$ cat src/rtl/xversat_pkg.sv
// Shared definitions for the Versat memory unit blocks.
package xversat_pkg;

  localparam int RD_LAT_MAX = 4;
  localparam int FIFO_DEPTH_W_DFLT = 2;

  typedef logic [FIFO_DEPTH_W_DFLT:0] fifo_level_t;

  // Keeps the tracking register width legal even for out-of-range latencies.
  function automatic int clamp_lat(input int lat);
    if (lat < 1)
      return 1;
    else if (lat > RD_LAT_MAX)
      return RD_LAT_MAX;
    else
      return lat;
  endfunction

endpackage

$ cat src/rtl/xfifo_ff.sv
// Register-based first-word-fall-through FIFO; a push into a full FIFO is
// accepted only when a pop happens in the same cycle.
module xfifo_ff
  import xversat_pkg::*;
#(
  parameter int DATA_W  = 32,
  parameter int DEPTH_W = 2
) (
  input  logic               clk_i,
  input  logic               rst_n_i,
  input  logic               clear_i,
  input  logic               push_i,
  input  logic               pop_i,
  input  logic [DATA_W-1:0]  data_i,
  output logic [DATA_W-1:0]  data_o,
  output logic [DEPTH_W:0]   level_o,
  output logic [DEPTH_W:0]   level_next_o,
  output logic               full_o,
  output logic               empty_o
);

  localparam int DEPTH = 1 << DEPTH_W;

  logic [DATA_W-1:0]  mem_q [DEPTH];
  logic [DEPTH_W-1:0] wr_ptr_q;
  logic [DEPTH_W-1:0] rd_ptr_q;
  logic [DEPTH_W:0]   level_q;
  logic               push_ok;
  logic               pop_ok;

  assign empty_o = (level_q == '0);
  assign full_o  = (level_q == (DEPTH_W + 1)'(DEPTH));
  assign pop_ok  = pop_i & ~empty_o;
  assign push_ok = push_i & (~full_o | pop_ok);

  assign level_next_o = clear_i ? '0
                      : level_q + (DEPTH_W + 1)'(push_ok) - (DEPTH_W + 1)'(pop_ok);

  assign data_o  = mem_q[rd_ptr_q];
  assign level_o = level_q;

  always_ff @(posedge clk_i or negedge rst_n_i) begin
    if (!rst_n_i) begin
      for (int i = 0; i < DEPTH; i++) mem_q[i] <= '0;
      wr_ptr_q <= '0;
      rd_ptr_q <= '0;
      level_q  <= '0;
    end else begin
      level_q <= level_next_o;
      if (clear_i) begin
        wr_ptr_q <= '0;
        rd_ptr_q <= '0;
      end else begin
        if (push_ok) begin
          mem_q[wr_ptr_q] <= data_i;
          wr_ptr_q        <= wr_ptr_q + DEPTH_W'(1);
        end
        if (pop_ok) rd_ptr_q <= rd_ptr_q + DEPTH_W'(1);
      end
    end
  end

endmodule

$ cat src/rtl/xmemrd_stream.sv
// Read-data stage: forwards generator reads to memory, tracks read latency
// and streams returned words out of a small FIFO with done/overflow status.
module xmemrd_stream
  import xversat_pkg::*;
#(
  parameter int MEM_ADDR_W   = 10,
  parameter int DATA_W       = 32,
  parameter int RD_LAT       = 1,
  parameter int FIFO_DEPTH_W = 2
) (
  input  logic                    clk_i,
  input  logic                    rst_n_i,
  input  logic                    run_i,
  input  logic [MEM_ADDR_W-1:0]   addr_i,
  input  logic                    mem_en_i,
  input  logic                    done_i,
  output logic [MEM_ADDR_W-1:0]   mem_addr_o,
  output logic                    mem_en_o,
  input  logic [DATA_W-1:0]       mem_data_i,
  output logic [DATA_W-1:0]       data_o,
  output logic                    valid_o,
  input  logic                    ready_i,
  output logic [FIFO_DEPTH_W:0]   level_o,
  output logic                    done_o,
  output logic                    overflow_o
);

  localparam int LAT = clamp_lat(RD_LAT);

  logic [LAT-1:0]        track_q;
  logic [LAT-1:0]        track_next;
  logic [LAT:0]          track_shift;
  logic                  push;
  logic                  pop;
  logic                  full;
  logic                  empty;
  logic [FIFO_DEPTH_W:0] level_next;
  logic                  done_seen_q;
  logic                  done_seen_next;
  logic                  done_q;
  logic                  overflow_q;

  assign mem_addr_o = addr_i;
  assign mem_en_o   = mem_en_i;

  // run_i wipes in-flight reads but the read issued in the run cycle still enters.
  assign track_shift = {(run_i ? {LAT{1'b0}} : track_q), mem_en_i};
  assign track_next  = track_shift[LAT-1:0];
  assign push        = track_q[LAT-1] & ~run_i;

  assign valid_o = ~empty;
  assign pop     = valid_o & ready_i;

  assign done_seen_next = run_i ? 1'b0 : (done_seen_q | done_i);

  xfifo_ff #(
    .DATA_W  (DATA_W),
    .DEPTH_W (FIFO_DEPTH_W)
  ) u_fifo (
    .clk_i        (clk_i),
    .rst_n_i      (rst_n_i),
    .clear_i      (run_i),
    .push_i       (push),
    .pop_i        (pop),
    .data_i       (mem_data_i),
    .data_o       (data_o),
    .level_o      (level_o),
    .level_next_o (level_next),
    .full_o       (full),
    .empty_o      (empty)
  );

  always_ff @(posedge clk_i or negedge rst_n_i) begin
    if (!rst_n_i) begin
      track_q     <= '0;
      done_seen_q <= 1'b0;
      done_q      <= 1'b0;
      overflow_q  <= 1'b0;
    end else begin
      track_q     <= track_next;
      done_seen_q <= done_seen_next;
      done_q      <= done_seen_next & (track_next == '0) & (level_next == '0);
      if (run_i)
        overflow_q <= 1'b0;
      else if (push & full & ~pop)
        overflow_q <= 1'b1;
    end
  end

  assign done_o     = done_q;
  assign overflow_o = overflow_q;

endmodule

$ cat config.mk
export PLATFORM = sky130hd
export DESIGN_NAME = xmemrd_stream
export DESIGN_NICKNAME = d
export VERILOG_FILES = /design/src/rtl/xversat_pkg.sv /design/src/rtl/xfifo_ff.sv /design/src/rtl/xmemrd_stream.sv
export SDC_FILE = /design/constraint.sdc
export NUM_CORES = 1
export LEC_CHECK = 0
export CAP_MARGIN = 30
export CORE_ASPECT_RATIO = 0.5
export CORE_MARGIN = 3
export CORE_UTILIZATION = 55
export CTS_CLUSTER_SIZE = 14
export DETAILED_ROUTE_END_ITERATION = 16
export PLACE_DENSITY = 0.82
export SLEW_MARGIN = 20
export SYNTH_ARGS = -nofsm -noshare
export SYNTH_HDL_FRONTEND = slang
export SYNTH_HIERARCHICAL = 1
export SYNTH_SLANG_ARGS = --single-unit
$ cat constraint.sdc
create_clock -name clk_i -period 4.07 [get_ports clk_i]
set_input_delay 0.814 -clock clk_i [delete_from_list [all_inputs] [get_ports clk_i]]
set_output_delay 0.814 -clock clk_i [all_outputs]
set_load 0.05 [all_outputs]
Yosys cells after proc, flatten, opt, wreduce, memory -nomap -nowiden
Index checks and enable logic that the tools add are counted.

cells by class
  order comparisons = 3
  bitwise gates (word level) = 17
  equality and inequality tests = 1
  reductions and logical operators = 7
  muxes and demuxes = 14
  add/sub/neg operators = 4

operators by type and width
  kind                                                                  number
  128-bit bitwise mux                                                   1
  32-bit 2-to-1 mux                                                     3
  32-bit binary-select mux with 2-bit select                            1
  32-bit demux with 2-bit select                                        1
  1-bit AND                                                             8
  2-bit 2-to-1 mux                                                      4
  3-bit >= comparator, second input constant                            2
  3-bit logical NOT                                                     2
  2-bit inverter with 3-bit output                                      2
  2-bit nonzero test                                                    3
  1-bit inverter                                                        5
  2-bit by 1-bit adder with 2-bit output, second input constant         2
  3-bit by 1-bit adder with 3-bit output                                1
  3-bit equality test, second input constant                            1
  3-bit by 1-bit < comparator with 1-bit output, second input constant  1
  1-bit 2-to-1 mux                                                      3
  3-bit 2-to-1 mux                                                      1
  3-bit by 1-bit subtractor with 3-bit output                           1
  1-bit OR                                                              2
  2-bit AND reduction                                                   1
  1-bit logical AND                                                     1

word-level totals
  output and inout bits = 49
  bits of input ports = 48
  word-level logic and storage cells = 57
  bits in registers = 139

Logic depth before layout (Yosys ltp)
Gate-level depths: netlist of the first run.

  word-level depth = 11
  mapped depth = 15

Hierarchy
Netlist of the first run, hierarchy kept.

by module, submodules not included
  module         cells an instance  times used  seq. area each (sq um)  area each (sq um)
  xfifo_ff       359                1           3,378.2                 6,363.6
  xmemrd_stream  25                 1           100.1                   241.5

Worst setup path before layout of the first run
No wires, ideal clock.

  path kind = register -> register
  start point = register u_fifo.level_q[1], in the netlist u_fifo/level_o[1]
  end point = register done_q, in the netlist done_o
  stages on the path, launching flop included = 16
  library setup time = 0.080 ns
  required time = 3.990 ns
  arrival time = 3.460 ns
  slack = 0.530 ns
  buffers on the path = 0
  cells stage by stage = dfrtp_1 -> nor3_1 -> nand2b_1 -> inv_1 -> nor4b_4 -> nand2b_1 -> ha_1 -> inv_1 -> ha_1 -> inv_1 -> fa_1 -> xor2_1 -> and2_1 -> nor3_1 -> or4_4 -> nor3_2

on the way
  longest elaborated chain between the ends = 11
  elaborated cells on any way between the ends = 13
  those cells by class = add/sub: 2; eq/ne: 1; mux: 1; bitwise: 7; reduce/logical: 2

ends and longest elaborated chain
  item                                           line                 RTL
  start, declared                                xfifo_ff.sv:27       logic [DEPTH_W:0] level_q;
  start signal, assigned                         xfifo_ff.sv:49       level_q <= level_next_o;
  3-bit logical NOT *                            xfifo_ff.sv:31       assign empty_o = (level_q == '0);
  via empty                                      xmemrd_stream.sv:36  logic empty;
  1-bit inverter *                               xmemrd_stream.sv:51  assign valid_o = ~empty;
  1-bit AND *                                    xmemrd_stream.sv:52  assign pop = valid_o & ready_i;
  via pop                                        xmemrd_stream.sv:34  logic pop;
  1-bit AND *                                    xfifo_ff.sv:33       assign pop_ok = pop_i & ~empty_o;
  1-bit OR                                       xfifo_ff.sv:34       assign push_ok = push_i & (~full_o | pop_ok);
  1-bit AND                                      xfifo_ff.sv:34
  3-bit by 1-bit adder with 3-bit output         xfifo_ff.sv:37       : level_q + (DEPTH_W + 1)'(push_ok) - (DEPTH_W + 1)'(pop_ok);
  3-bit by 1-bit subtractor with 3-bit output *  xfifo_ff.sv:37
  3-bit 2-to-1 mux *                             xfifo_ff.sv:36       assign level_next_o = clear_i ? '0
  via level_next[2]                              xmemrd_stream.sv:37  logic [FIFO_DEPTH_W:0] level_next;
  3-bit logical NOT *                            xmemrd_stream.sv:82  done_q <= done_seen_next & (track_next == '0) & (level_next == '0);
  1-bit AND *                                    xmemrd_stream.sv:82
  end signal, assigned                           xmemrd_stream.sv:82
  end, declared                                  xmemrd_stream.sv:40  logic done_q;

Mark *: on every way through the listed nets, which the timed path passes. The rest lies on a longest branch.
A chain may end at the register's enable or synchronous reset.

Worst setup path in the final report of the first run
Same ends and word-level chain as after synthesis.

==> results of run 1 <==
## cell families after synthesis
family	count (synthesis)	share of synthesized area (%)
mux	161	38.0
xor+xnor	2	0.265
fa+ha+maj	7	1.44
compound gates	5	0.492
simple gates	27	2.84
buf+inv	43	4.28
flops	139	52.7
## worst min path at each step
stage / slack (ps) / cells after the start / endpoint
2_1_floorplan: 450 / 1 / u_fifo/mem_q[36]$_DFFE_PN0P_
3_3_place_gp: 460 / 1 / u_fifo/mem_q[36]$_DFFE_PN0P_
3_5_place_dp: 480 / 2 / done_seen_q$_DFF_PN0_
4_1_cts: 500 / 2 / done_seen_q$_DFF_PN0_
5_1_grt: 510 / 1 / u_fifo/mem_q[63]$_DFFE_PN0P_
6_report: 460 / 1 / done_seen_q$_DFF_PN0_
## routing by layer
layer / wire (µm) / vias to the layer above / track usage (%)
met3: 559 / 23 / 5.50
met4: 116 / 0 / 7.26
met5: 0 / - / 0
met1: 5970 / 1774 / 28.1
li1: - / 1526 / -
met2: 5840 / 74 / 30.6
## critical path: stages (launching register included)
cell and delay, ps:
dfrtp_1 490, nor3_1 370, nand2b_1 190, inv_1 90, nor4b_4 280, nand2b_1 200, ha_1 250, inv_1 60
ha_1 140, inv_1 50, fa_1 370, xor2_1 170, and2_1 140, nor3_1 50, or4_4 420, nor3_2 130
## final cells by class
class	instances	area (µm²)
clock buffers	25	515
clock inverters	6	155
fillers	738	3210
inverters	8	30.0
multi-input cells	202	2900
flip-flops and latches	139	3480
well taps	159	199
repair buffers	87	870
## power by group
part | switching (W) | internal [W] | total (W)
combinational | 0.00118 | 0.00112 | 0.00230
sequential | 0.000250 | 0.00176 | 0.00201
clock | 0.000563 | 0.00118 | 0.00175
## cells in the final DEF (no fill, tap or decap)
cell,netlist,routed
a21oi_1,1,1
a31o_2,1,1
a31oi_1,1,1
and2_1,1,1
buf_12,0,2
buf_4,11,9
buf_6,9,1
bufinv_16,0,5
clkbuf_1,5,2
clkbuf_16,0,17
clkbuf_8,0,6
clkdlybuf4s50_1,0,75
clkinv_2,0,1
dfrtp_1,139,137
dfrtp_2,0,2
fa_1,1,1
ha_1,6,6
inv_1,8,8
mux2_1,2,2
mux2_2,37,37
mux2_4,90,90
mux4_2,32,32
nand2_1,2,2
nand2b_1,2,2
nor2_1,8,8
nor2b_1,2,2
nor3_1,2,2
nor3_2,2,1
nor3_4,0,1
nor3b_1,1,1
nor4b_4,1,1
nor4bb_1,4,1
nor4bb_4,0,3
o21ai_0,1,1
o31ai_1,1,1
or3_1,1,1
or4_4,1,1
xor2_1,2,2
## state kept, by name, indices dropped and copies added, names as in the netlist
register / count
done_o: 1
overflow_o: 1
u_fifo/wr_ptr_q: 2
track_q: 1
u_fifo/rd_ptr_q: 2
u_fifo/mem_q: 128
done_seen_q: 1
u_fifo/level_o: 3
## per-stage QoR
step / total power (W) / instance area (µm²) / setup WS, ps
detailed placement: 0.00434 / 7470 / 301
global route: 0.00632 / 8150 / 306
global placement: 0.00430 / 7470 / 444
floorplan: 0.00371 / 6610 / 530
finish: 0.00606 / 8150 / 605
CTS: 0.00611 / 8150 / 576
==> results.md, run 1 <==
* Fraction of final layout cells sized beyond drive strength 1 at 45.0%
* Wire length of the first global-routing pass at 20700 µm
* Depth of the worst register-to-register path at 15
* Result of the run: finished, final reports clean
* Number of enable flip-flop cells after synthesis at 0
* Tightest slew margin relative to the limit at 38.6%
* Hold crit path type: in -> async
* Die height at 83.5 µm
* Routability congestion estimate from global placement at 0.781
* Number of different library cells in the post-synthesis netlist at 30
* Setup violators final at 0
* Register-to-register path setup slack at 600 ps
* TritonCTS clock tree: built
* Via density per instance at 5.43
* Post-synthesis async set-or-reset flop share at 100%
* Count of buffers added by post-CTS timing repair for setup at 0
* Final Hold Violating Endpoints at 0
* Post-synthesis instance area at 0.00661 mm²
* Htree depth at 4
* Worst Setup End Kind: register
* Initial DRC count at 227
* Total count of max-transition violations in the final report at 0
* Post-detail-place hpwl at 7560 µm
* Setup crit end: done_o$_DFF_PN0_
* Initial cell density of the core at 58.2%
* Die area at 0.0134 mm²
* TritonCTS buffer count at 17
* Post_cts resized at 0
* DIE WIDTH at 161 µm
* Maxcap violations at 0
* Post-route worst hold slack at 456 ps
* Min Clock Period, post-route at 3470 ps
* Number of global-route vias before repair at 3892
* Synthesized flop and latch total at 139
* Fin Clk Skew at 7.61 ps
* Launching element type of the critical path: register
* Required time at the worst-slack endpoint at 4410 ps
* Insertion delay of the later-clocked pin in the worst-skew pair at 420 ps
* Total grt overflow at 0
* Commonest cells in the synthesized netlist: 139 x dfrtp_1, 90 x mux2_4, 37 x mux2_2, 32 x mux4_2, 11 x buf_4
* Ratio of total power to cell area at 744 mW/mm²
* Final layout net count at 510
* Antenna diodes at 0
* Fin cells at 626
* Actual transition at the worst max-transition pin at 920 ps
* Longest Clk Path Bufs at 2
* Worst r2r dst: done_o$_DFF_PN0_
* Area share of the leading cell type in the synthesized netlist at 52.7%
* Total wire length after detailed routing at 12500 µm
* Max Fclk at 0.289 GHz
* Most common cell in the synthesized netlist: dfrtp_1
* Maximum number of pins on one net before global-route repair at 94
* Largest driver fanout on the critical path at 7
* Post-detailed-route count of antenna-violating nets at 0
* Growth of design area from synthesis to finish at 23.3%
* Number of standard-cell rows in the floorplan at 27
* Cells taking the most area after synthesis: dfrtp_1 53%, mux2_4 20%, mux4_2 11%, mux2_2 6.3%, buf_6 1.5%
* Root buffer cell: clkbuf_16
* Startpoint of the lowest-slack register-to-register path: u_fifo/level_o[1]$_DFF_PN0_
* Setup repair after global routing missed its margin: no
* Average detailed-routed wire length per instance at 19.9 µm
* Initial antenna violation count at 0
* Number of clock sinks at 139
* Maximum vdd drop at 433 µV
* Post-Syn Instances at 384
* Dpl cells at 595
* Post-Route Utilization at 71.8%
* Yosys synthesis warning count at 6
* Cell accounting for the most synthesized area: dfrtp_1
* Proportion of synthesized chip area in sequential cells at 52.7%
* Worst Setup SP: u_fifo/level_o[1]$_DFF_PN0_
* Num ports at 97
* Clock-pin slew on the worst setup and hold paths at 60 ps
* Overall global routing resource usage at 20.1%
* Share of the clock period used by the worst path at 85.1%
* Data arrival time at the worst-slack endpoint at 3800 ps
* Area inside the core boundary at 0.0114 mm²
* Vias at 3397
* DRC violation count after routing at 0
* Final total negative setup slack at 0 ps
* Hold buffers post-CTS at 0
* Most used DFF post-synth: dfrtp_1
* Port bufs at 76
* Critical path class: reg -> reg
* Net count of the mapped netlist at 439
* Leakage at 3.63 nW
* First drt pass iteration count at 6
* Synthesized area per cell at 17.2 µm²
(Power assumes the default switching activity.)
==> run 2, diff against run 1 <==
--- a/config.mk
+++ b/config.mk
@@ -12,6 +12,7 @@
 export CTS_CLUSTER_SIZE = 14
 export DETAILED_ROUTE_END_ITERATION = 16
 export PLACE_DENSITY = 0.82
+export SKIP_CTS_REPAIR_TIMING = 1
 export SLEW_MARGIN = 20
 export SYNTH_ARGS = -nofsm -noshare
 export SYNTH_HDL_FRONTEND = slang
==> results of run 2 <==
Same layout as run 1: the final DEF is identical, and so are final timing and power.
==> run 3, diff against run 2 <==
--- a/config.mk
+++ b/config.mk
@@ -7,9 +7,8 @@
 export LEC_CHECK = 0
 export CAP_MARGIN = 30
 export CORE_ASPECT_RATIO = 0.5
-export CORE_MARGIN = 3
 export CORE_UTILIZATION = 55
-export CTS_CLUSTER_SIZE = 14
+export CTS_CLUSTER_SIZE = 25
 export DETAILED_ROUTE_END_ITERATION = 16
 export PLACE_DENSITY = 0.82
 export SKIP_CTS_REPAIR_TIMING = 1
==> results.md, run 3 (same netlist as run 1, synthesis figures left out) <==
* Setup repair after global routing missed its margin: no
* Total grt overflow at 0
* Wire length of the first global-routing pass at 21200 µm
* Maxcap violations at 0
* Number of global-route vias before repair at 3932
* Tightest slew margin relative to the limit at 39.2%
* Area inside the core boundary at 0.0114 mm²
* Post-detail-place hpwl at 7440 µm
* Final layout net count at 512
* Routability congestion estimate from global placement at 0.771
* Setup violators final at 0
* Ratio of total power to cell area at 739 mW/mm²
* TritonCTS buffer count at 17
* Total count of max-transition violations in the final report at 0
* Die area at 0.0125 mm²
* Longest Clk Path Bufs at 2
* DRC violation count after routing at 0
* Insertion delay of the later-clocked pin in the worst-skew pair at 410 ps
* Overall global routing resource usage at 23.0%
* Fraction of final layout cells sized beyond drive strength 1 at 45.3%
* Hold crit path type: in -> async
* Flip-flop count of the largest register, all copies and words added at 128
* Total wire length after detailed routing at 12700 µm
* Launching element type of the critical path: register
* Register ranked first by flip-flop count: u_fifo/mem_q
* Critical path class: reg -> reg
* Vias at 3500
* Htree depth at 4
* Clock share of power at 27.9%
* Initial DRC count at 141
* Num ports at 97
* Initial cell density of the core at 58.2%
* Actual transition at the worst max-transition pin at 912 ps
* Cell breakdown of the critical path: nor3_1, nand2b_1, inv_1, nor4b_4, nand2b_1, ha_1, inv_1, ha_1, inv_1, fa_1, xor2_1, and2_1, nor3_1, or4_4, nor3_2
* Average detailed-routed wire length per instance at 20.2 µm
* Slowest cell on crit path: dfrtp_1
* Maximum vdd drop at 382 µV
* Sw frac at 33.6%
* Sequential cell fraction of total power at 33.4%
* Fin Clk Skew at 8.80 ps
* Post-detailed-route count of antenna-violating nets at 0
* Via density per instance at 5.56
* DIE WIDTH at 157 µm
* Share of the clock period used by the worst path at 84.7%
* Internal portion of total power at 0.00399 W
* Final worst-path setup slack at 622 ps
* Leakage at 3.63 nW
* Most used cell along the critical path: inv_1
* Antenna diodes at 0
* Slowest Stage Delay on Critical Path at 490 ps
* Most common library cell in the layout ignoring fill and taps: dfrtp_1
* Largest driver fanout on the critical path at 7
* Number of clock sinks at 139
* Final total negative setup slack at 0 ps
* Overall Power at 0.00602 W
* Growth of design area from synthesis to finish at 23.2%
* Initial antenna violation count at 0
* Die height at 79.5 µm
* Result of the run: finished, final reports clean
* Maximum number of pins on one net before global-route repair at 78
* First drt pass iteration count at 4
* Switching power of the nets at 0.00202 W
* Required time at the worst-slack endpoint at 4410 ps
* Port bufs at 76
* Root buffer cell: clkbuf_16
* Setup Slack @ Placement at 337 ps
* Relative contribution of combinational cells to total power at 38.6%
* Final Hold Violating Endpoints at 0
* Worst Setup End Kind: register
* Number of standard-cell rows in the floorplan at 27
* Max Fclk at 0.290 GHz
* Most frequent cells in the layout: 137 x dfrtp_1, 90 x mux2_4, 75 x clkdlybuf4s50_1, 37 x mux2_2, 32 x mux4_2
* Data arrival time at the worst-slack endpoint at 3780 ps
* Min Clock Period, post-route at 3450 ps
* Clock-pin slew on the worst setup and hold paths at 60 ps
* TritonCTS clock tree: built
## run 3: stage by stage
| stage | utilization [%] | std cells | cell area, µm² | hold slack, ps |
|---|---|---|---|---|
| floorplan | - | 384 | 6610 | 452 |
| global placement | 65.8 | 596 | 7470 | 465 |
| detailed placement | 66.0 | 597 | 7500 | 477 |
| CTS | 71.7 | 629 | 8140 | 327 |
| global route | 71.7 | 629 | 8140 | 340 |
| finish | 71.7 | 629 | 8140 | 321 |
## run 3: critical path, delay by kind of cell (launching register included)
| family | cells | cell delay, ps |
|---|---|---|
| simple gates | 8 | 1710 |
| fa+ha+maj | 3 | 770 |
| flops | 1 | 490 |
| buf+inv | 3 | 200 |
| xor+xnor | 1 | 200 |
## run 3: path summary, 6_finish.rpt
check	start	end	slack, ps	cells past startpoint
worst max register to register	u_fifo/level_o[1]$_DFF_PN0_	done_o$_DFF_PN0_	620	15
max in group asynchronous	rst_n_i	u_fifo/mem_q[40]$_DFFE_PN0P_	3010	2
worst max-delay path	u_fifo/level_o[1]$_DFF_PN0_	done_o$_DFF_PN0_	620	15
worst min-delay path	rst_n_i	overflow_o$_DFFE_PN0P_	320	1
min in group clk_i	u_fifo/mem_q[37]$_DFFE_PN0P_	u_fifo/mem_q[37]$_DFFE_PN0P_	480	1
worst min register to register	u_fifo/mem_q[37]$_DFFE_PN0P_	u_fifo/mem_q[37]$_DFFE_PN0P_	480	1
## run 3: area by class of cell
type | instances | area [µm²]
sequential | 139 | 3480
fill | 726 | 3210
multi-input combinational | 202 | 2900
tap | 159 | 199
inverter | 8 | 30.0
timing repair buffer | 89 | 892
clock inverter | 12 | 195
clock buffer | 20 | 447
## run 3: power groups by stage
stage | clock network (W) | logic (W) | registers [W]
6_report | 0.00168 | 0.00233 | 0.00201
4_1_cts | 0.00171 | 0.00235 | 0.00201
3_5_place_dp | 0 | 0.00233 | 0.00201
5_1_grt | 0.00177 | 0.00244 | 0.00206
3_3_place_gp | 0 | 0.00229 | 0.00200
2_1_floorplan | 0 | 0.00173 | 0.00198
## run 3: routing by layer
metal	vias up	share of wire (%)	track usage, %	routed length (µm)
met5	-	0	0	0
met4	0	1.1	9.71	143
met3	20	3.3	4.02	416
met2	64	48	35.9	6090
met1	1877	48	32.3	6040
li1	1539	-	-	-
